==> src/rtl/hc_sign_linbits.sv <==
// hc_sign_linbits: reads linbits extensions and sign bits after a Huffman pair, then emits signed x,y
// in:  clk, rst, code_valid, code_x[3:0], code_y[3:0], linbits[3:0], bit_valid, bit_data
// out: bit_ready, busy, out_valid, x_out[OUT_W-1:0], y_out[OUT_W-1:0], err
module hc_sign_linbits #(
  parameter int LINBITS_MAX = 13,
  parameter int OUT_W = 15
) (
  input  logic             clk,
  input  logic             rst,
  input  logic             code_valid,
  input  logic [3:0]       code_x,
  input  logic [3:0]       code_y,
  input  logic [3:0]       linbits,
  input  logic             bit_valid,
  input  logic             bit_data,
  output logic             bit_ready,
  output logic             busy,
  output logic             out_valid,
  output logic [OUT_W-1:0] x_out,
  output logic [OUT_W-1:0] y_out,
  output logic             err
);
  localparam logic [2:0] IDLE = 3'd0;
  localparam logic [2:0] X_LIN = 3'd1;
  localparam logic [2:0] X_SIGN = 3'd2;
  localparam logic [2:0] Y_LIN = 3'd3;
  localparam logic [2:0] Y_SIGN = 3'd4;
  logic [2:0] state;
  logic [3:0] cy, lb, cnt;
  logic [LINBITS_MAX-1:0] ext, ext_n;
  logic [OUT_W-1:0] xv, yv, xs, ys, mag_n;
  logic take;
  // a state is skipped when it has nothing to read; IDLE as a result means the pair is complete
  function automatic logic [2:0] nx_y(input logic [3:0] c, input logic [3:0] l);
    return (c == 4'd15 && l != 4'd0) ? Y_LIN : (c != 4'd0) ? Y_SIGN : IDLE;
  endfunction
  function automatic logic [2:0] nx_x(input logic [3:0] cx, input logic [3:0] c, input logic [3:0] l);
    return (cx == 4'd15 && l != 4'd0) ? X_LIN : (cx != 4'd0) ? X_SIGN : nx_y(c, l);
  endfunction
  assign bit_ready = state != IDLE;
  assign busy = state != IDLE;
  assign take = bit_valid && bit_ready;
  assign ext_n = {ext[LINBITS_MAX-2:0], bit_data};
  assign mag_n = OUT_W'(15) + OUT_W'(ext_n);
  assign xs = bit_data ? -xv : xv;
  assign ys = bit_data ? -yv : yv;
  always_ff @(posedge clk) begin
    out_valid <= 1'b0;
    err <= 1'b0;
    if (rst) begin
      state <= IDLE;
      x_out <= '0;
      y_out <= '0;
      cy <= '0;
      lb <= '0;
      cnt <= '0;
      ext <= '0;
      xv <= '0;
      yv <= '0;
    end else begin
      if (code_valid && (state != IDLE || linbits > 4'(LINBITS_MAX))) err <= 1'b1;
      case (state)
        IDLE: if (code_valid && linbits <= 4'(LINBITS_MAX)) begin
          cy <= code_y;
          lb <= linbits;
          cnt <= linbits;
          ext <= '0;
          xv <= OUT_W'(code_x);
          yv <= OUT_W'(code_y);
          state <= nx_x(code_x, code_y, linbits);
          if (nx_x(code_x, code_y, linbits) == IDLE) begin
            out_valid <= 1'b1;
            x_out <= '0;
            y_out <= '0;
          end
        end
        X_LIN: if (take) begin
          ext <= ext_n;
          cnt <= cnt - 4'd1;
          if (cnt == 4'd1) begin
            xv <= mag_n;
            state <= X_SIGN;
          end
        end
        X_SIGN: if (take) begin
          xv <= xs;
          cnt <= lb;
          ext <= '0;
          state <= nx_y(cy, lb);
          if (nx_y(cy, lb) == IDLE) begin
            out_valid <= 1'b1;
            x_out <= xs;
            y_out <= yv;
          end
        end
        Y_LIN: if (take) begin
          ext <= ext_n;
          cnt <= cnt - 4'd1;
          if (cnt == 4'd1) begin
            yv <= mag_n;
            state <= Y_SIGN;
          end
        end
        Y_SIGN: if (take) begin
          out_valid <= 1'b1;
          x_out <= xv;
          y_out <= ys;
          state <= IDLE;
        end
        default: state <= IDLE;
      endcase
    end
  end
endmodule

==> config.mk <==
export PLATFORM = sky130hd
export DESIGN_NAME = hc_sign_linbits
export DESIGN_NICKNAME = d
export VERILOG_FILES = /design/src/rtl/hc_sign_linbits.sv
export SDC_FILE = /design/constraint.sdc
export NUM_CORES = 1
export LEC_CHECK = 0
export CAP_MARGIN = 20
export CORE_ASPECT_RATIO = 0.5
export CORE_MARGIN = 2
export CORE_UTILIZATION = 26
export DETAILED_ROUTE_END_ITERATION = 8
export GPL_TIMING_DRIVEN = 0
export PLACE_DENSITY = 0.54
export RECOVER_POWER = 50
export SETUP_SLACK_MARGIN = 0.15
export SYNTH_ARGS = -nofsm -noshare
export SYNTH_HDL_FRONTEND = slang
export SYNTH_SLANG_ARGS = --single-unit
==> constraint.sdc <==
create_clock -name clk -period 5.5 [get_ports clk]
set_clock_uncertainty 0.05 [all_clocks]
set_input_delay 1.1 -clock clk [delete_from_list [all_inputs] [get_ports clk]]
set_output_delay 1.1 -clock clk [all_outputs]
set_load 0.1 [all_outputs]
==> impl_metrics.env <==
export IMPL_grt_pass1_vias=4579
export IMPL_ctsResizeCount=0
export IMPL_cp_max_fo=10
export IMPL_nNetsFinal=697
export IMPL_drt_total_wl_um=16560
export IMPL_die_w_um=197.6
export IMPL_cts_tree="built"
export IMPL_p_leak_nw=2.081
export IMPL_synth_area_um2=4875
export IMPL_yosysUniqueCellTypes=65
export IMPL_worstSkewPairLatency_ns=0.35
export IMPL_die_h_um=100.8
export IMPL_path_cells="dlygate4sd3_1 > clkbuf_1 > inv_1 > clkbuf_1 > ha_1 > nor3b_1 > nor3_1 > xor2_1 > nand2_1 > a311oi_1"
export IMPL_cp_slowest_cell="dlygate4sd3_1"
export IMPL_cts_root_buf="clkbuf_16"
export IMPL_wl_per_cell_um=18.00
export IMPL_critPathMaxStageDelay_ns=0.59
export IMPL_ys_warn_count=0
export IMPL_cp_top_family="buffers and inverters"
export IMPL_holdWs_ns=0.4258
export IMPL_final_hold_violation_count=0
export IMPL_critical_path_class="in -> reg"
export IMPL_p_total_w=0.002099
export IMPL_crit_path_frequent_cell="clkbuf_1"
export IMPL_period_needed_ns=4.357
export IMPL_hold_buffers=0
export IMPL_cts_buffer_depth=2
export IMPL_violations="slew limit"
export IMPL_drv_cap=0
export IMPL_core_area_um2=18390
export IMPL_post_cts_buffers=0
export IMPL_antenna_found_initial=0
export IMPL_place_congestion=0.9655
export IMPL_drive_gt1_share_pct=7.059
export IMPL_numPortBuffers=48
export IMPL_fin_crit_sh_pct=79.22
export IMPL_maxSlewViolCount=10
export IMPL_dieArea_um2=19930
export IMPL_vdd_drop_max_uv=150.3
export IMPL_tns_ns=0
export IMPL_outcome="finished, violations left"
export IMPL_drtIter0Drc=502
export IMPL_yosys_register_bits=88
export IMPL_synthCells=616
export IMPL_setup_viol=0
export IMPL_max_slew_margin_rel_pct=-6.486
export IMPL_htreeDepth=3
export IMPL_viasPerCell=5.403
export IMPL_ys_async_sr_fraction_pct=0
export IMPL_antenna_cells=0
export IMPL_detailed_place_hpwl_um=12480
export IMPL_drc=0
export IMPL_rsz0062_at_grt="no"
export IMPL_syn_to_final_growth_pct=22.61
export IMPL_end_kind="flop"
export IMPL_rows=35
export IMPL_globalRoute_totalOverflow=0
export IMPL_synth_yosys_seq_area_share_pct=36.14
export IMPL_gr_usage_all_layers_pct=16.96
export IMPL_synthFlopType="dfxtp_1"
export IMPL_worstHoldPathType="reg -> reg"
export IMPL_io_pins=51
export IMPL_powerDensity_nw_per_um2=351.2
export IMPL_synth_avg_cell_area_um2=7.913
export IMPL_ant_nets=0
export IMPL_mostFrequentLayoutCells="88 x dfxtp_1, 67 x nand2_1, 60 x nor2_1"
export IMPL_grt_pass1_wl_um=26100
export IMPL_clk_pin_slew_ns=0.07
export IMPL_synth_edf_count=0
export IMPL_clkSinkCount=88
export IMPL_dr_pass1_iters=7
export IMPL_arrival_ns=4.57
export IMPL_critPathLaunchType="input port"
export IMPL_cts_made_buffers=9
export IMPL_worst_path_buf_inv=4
export IMPL_max_slew_worst_pin_slew_ns=1.597
export IMPL_crit_required_ns=5.71
export IMPL_fmax_mhz=229.5
export IMPL_grt_start_max_net_pins=17
export IMPL_vias=4971
export IMPL_layout_cells_most_common="dfxtp_1"
export IMPL_synth_nets=638
export IMPL_initial_core_util_pct=26.50
==> worst paths after layout <==
check                 from      to  slack [ns]  depth (start not counted)
setup / recovery  bit_data  xv[10]        1.14                         10
hold / removal      cnt[1]  cnt[1]        0.43                          2
setup reg to reg  state[1]  xv[11]        2.39                          6
hold reg to reg     cnt[1]  cnt[1]        0.43                          2
==> synthesized netlist by cell type (6+ instances only) <==
library cell	number	area share (%)
nand2_1	67	5.2
a211oi_1	19	2.9
o31ai_1	7	1.1
nand4_1	7	0.90
nand3_1	26	2.7
or3_1	11	1.4
mux2i_1	10	2.1
inv_1	11	0.85
a22oi_1	13	2.0
a21oi_1	49	5.0
dfxtp_1	88	36
clkbuf_1	34	2.6
xor2_1	10	1.8
nand2b_1	11	1.4
nor4_1	8	1.0
nor3b_1	6	0.92
o21ai_0	19	2.0
nor3_1	33	3.4
or4_1	6	0.92
nor2_1	60	4.6
buf_2	13	1.3
xnor2_1	10	1.8
a311oi_1	22	4.0
==> logic make-up after synthesis <==
kind of cell | after synthesis | synth area share (%)
buf+inv | 62 | 5.185
xor+xnor | 20 | 3.593
fa+ha+maj | 5 | 1.283
compound gates | 170 | 24.56
mux | 13 | 2.746
simple gates | 258 | 26.49
flops | 88 | 36.14
==> where the power goes <==
part           leakage [nW]  switching (W)  internal, W
Sequential            0.716      0.0000511     0.000690
Combinational          1.21       0.000463     0.000206
Clock                 0.150       0.000286     0.000403
==> worst min-delay path, delay by kind of cell, from the launching register on <==
family | cells | cell delay (ns)
and+or+nand+nor | 1 | 0.06
DFF | 1 | 0.33
AOI/OAI and AO/OA | 1 | 0.05
==> registers in the layout (all words and copies together), names as in the netlist <==
signal	flops
cy	4
x_out	15
xv	15
state	3
err	1
lb	4
y_out	15
out_valid	1
ext	12
yv	14
cnt	4
==> through the flow <==
stage | util [%] | setup slack [ns] | instance area, um^2 | std cells
3_3_place_gp | 30.75 | 0.9792 | 5655 | 904
2_1_floorplan | - | 2.421 | 4875 | 616
4_1_cts | 32.53 | 1.341 | 5983 | 920
6_report | 32.50 | 1.143 | 5977 | 920
3_5_place_dp | 30.75 | 0.9966 | 5655 | 904
5_1_grt | 32.50 | 0.9441 | 5977 | 920
==> layout make-up <==
cell class / count / area [um^2]
Clock buffer: 9 / 225.2
Timing Repair Buffer: 48 / 480.5
Buffer: 51 / 211.5
Tap cell: 240 / 300.3
Sequential cell: 88 / 1762
Multi-Input combinational cell: 466 / 2854
Clock inverter: 7 / 102.6
Fill cell: 1996 / 12420
Inverter: 11 / 41.29
==> layer usage <==
layer	track usage [%]	up-vias	wire, um
li1	-	2404	-
met1	24.82	2441	8538
met2	25.84	111	7009
met3	2.944	15	807
met4	3.933	0	201
met5	0	-	0
No activity file was read; power rests on OpenSTA's default activity.
==> variant: new RTL, config.mk and constraints unchanged <==
Change the parameter `OUT_W` from 15 to 19.
--- a/src/rtl/hc_sign_linbits.sv
+++ b/src/rtl/hc_sign_linbits.sv
@@ -5,3 +5,3 @@
   parameter int LINBITS_MAX = 13,
-  parameter int OUT_W = 15
+  parameter int OUT_W = 19
 ) (
Ports: changed (resized x_out and y_out); port bits go from 51 to 59. No check against the original RTL was run, so the function may have changed too.
==> variant against the original RTL <==
- area after synthesis grew 14%
- worst setup slack improved by 540 ps
- final area rose by 14%
- combinational power rose by 85%
- power is 33% higher
- fmax increased by 14%
- sequential share of layout area barely moved
- via count up 19%
- register-to-register slack better by 380 ps
- first-iteration DRC count grew 4.8%
- routed wire length rose by 28%
- sequential cell count increased by 12
- critical path type is now register to output pin
- largest cell class unchanged
==> variant: results (changes against the original RTL) <==
Logic synthesis
  – Sequential area share after synthesis: 36.0% (-0.17 points)
  – Mux share of post-synthesis cell area: 1.62% (-1.1 points)
  – Synth Area in XOR/XNOR: 2.05% (-1.5 points)
  – Compound-cell area share of the yosys netlist: 29.3% (+4.7 points)
  – Synth cell count leaders: 100 x dfxtp_1, 92 x a21oi_1, 71 x nand2_1, 49 x nor2_1
  – YS warnings: 0 (unchanged)
  – Top post-synthesis cells by area: dfxtp_1 36%, a21oi_1 8.3%, nand2_1 4.8%, nand3_1 3.5%, o21ai_0 3.5%

Finish
  – Share of cells above drive strength 1: 8.41% (+1.3 points)
  – Layout Nets: 802 (+15%)
  – Top flop regs: x_out x19, xv x19, y_out x19

Setup path
  – R2r setup slk: 2770 ps (+380 ps)
  – Crit path DAT: 2670 ps (-1900 ps)

Timing
  – Max_slew headroom: 32.9% (+39 points)

Route
  – Pre-Repair DR Iteration Count: 5 (-2)
  – Routed wire length: 21200 µm (+28%)
  – Vias: 5929 (+19%)
  – Iteration-0 DRC Markers: 526 (+4.8%)

Place
  – HPWL Detailed: 15900 µm (+27%)
  – RePlAce Congestion: 0.942 (-2.4%)
  – Port bufs: 57 (+19%)

GRT
  – Largest net degree at the start of global routing: 18 (+1)
  – GRT met1 Usage: 26.2% (+1.4 points)
  – Gr usage total: 19.0% (+2.1 points)
  – First-pass GRT wire length: 32700 µm (+25%)
  – Met3 usage: 4.43% (+1.5 points)
  – Met2 GRT Util: 28.6% (+2.8 points)

Outcome
  – Status: finished clean

Power
  – Leakage: 2.41 nW (+16%)
  – Int Pwr: 1.51 mW (+16%)
variant: changes by cell type in the layout (fill, tap and decap cells not counted), sizes merged, moves of 10 or more:
cell	before	now
nand3	26	39
dfxtp	88	100
inv	13	24
a21oi	49	94
nor3	33	23
nor2	60	50
o21ai	20	41
variant: metal layers:
metal / vias up / share of wire (%)
met4: 0 / 3.1
met3: 46 / 8.1
li1: 2807 / -
met2: 260 / 42
met1: 2816 / 46
met5: - / 0
variant: area by class of cell:
class	instances	area (µm²)
flip-flops and latches	100	2000
well taps	273	342
plain buffers	57	267
inverters	22	82.6
multi-input cells	533	3210
clock buffers	10	239
clock inverters	6	70.1
fillers	2202	14000
repair buffers	57	571
variant: worst max-delay path, cell delays in order, from the launching register on:
cell             delay [ps]
dfxtp_1                 330
clkbuf_1                220
nor3_2                  460
inv_1                   170
buf_4                   170
clkdlybuf4s50_1         950
variant: power groups by stage:
stage / registers (mW) / clock network (mW) / logic [mW]
CTS: 0.882 / 0.681 / 1.25
detailed placement: 0.897 / 0 / 1.25
finish: 0.880 / 0.676 / 1.24
global route: 0.894 / 0.716 / 1.31
global placement: 0.895 / 0 / 1.24
floorplan: 1.25 / 0 / 0.550
variant: through the flow:
| step | setup slack, ps | cells | hold slack, ps | utilization [%] | area, µm² |
|---|---|---|---|---|---|
| detailed placement | 1360 | 1042 | 408 | 31.2 | 6480 |
| finish | 1680 | 1058 | 414 | 32.6 | 6790 |
| global route | 1510 | 1058 | 433 | 32.6 | 6790 |
| floorplan | 2440 | 712 | 394 | - | 5570 |
| CTS | 1720 | 1058 | 421 | 32.6 | 6790 |
| global placement | 1390 | 1042 | 400 | 31.2 | 6480 |
variant: logic make-up after synthesis:
group | Yosys count
AND/OR/NAND/NOR | 257
buffers and inverters | 79
AO/OA/AOI/OAI | 249
multiplexers | 9
flip-flops | 100
XOR/XNOR | 13
adder cells (fa/ha/maj) | 5
variant: path summary, 6_finish.rpt:
path / startpoint / end / cells after the start
setup reg to reg: state[2]$_SDFFE_PP0P_ / x_out[12]$_SDFFE_PP0P_ / 5
setup / recovery: state[2]$_SDFFE_PP0P_ / busy / 5
hold reg to reg: x_out[5]$_SDFFE_PP0P_ / x_out[5]$_SDFFE_PP0P_ / 2
hold / removal: x_out[5]$_SDFFE_PP0P_ / x_out[5]$_SDFFE_PP0P_ / 2
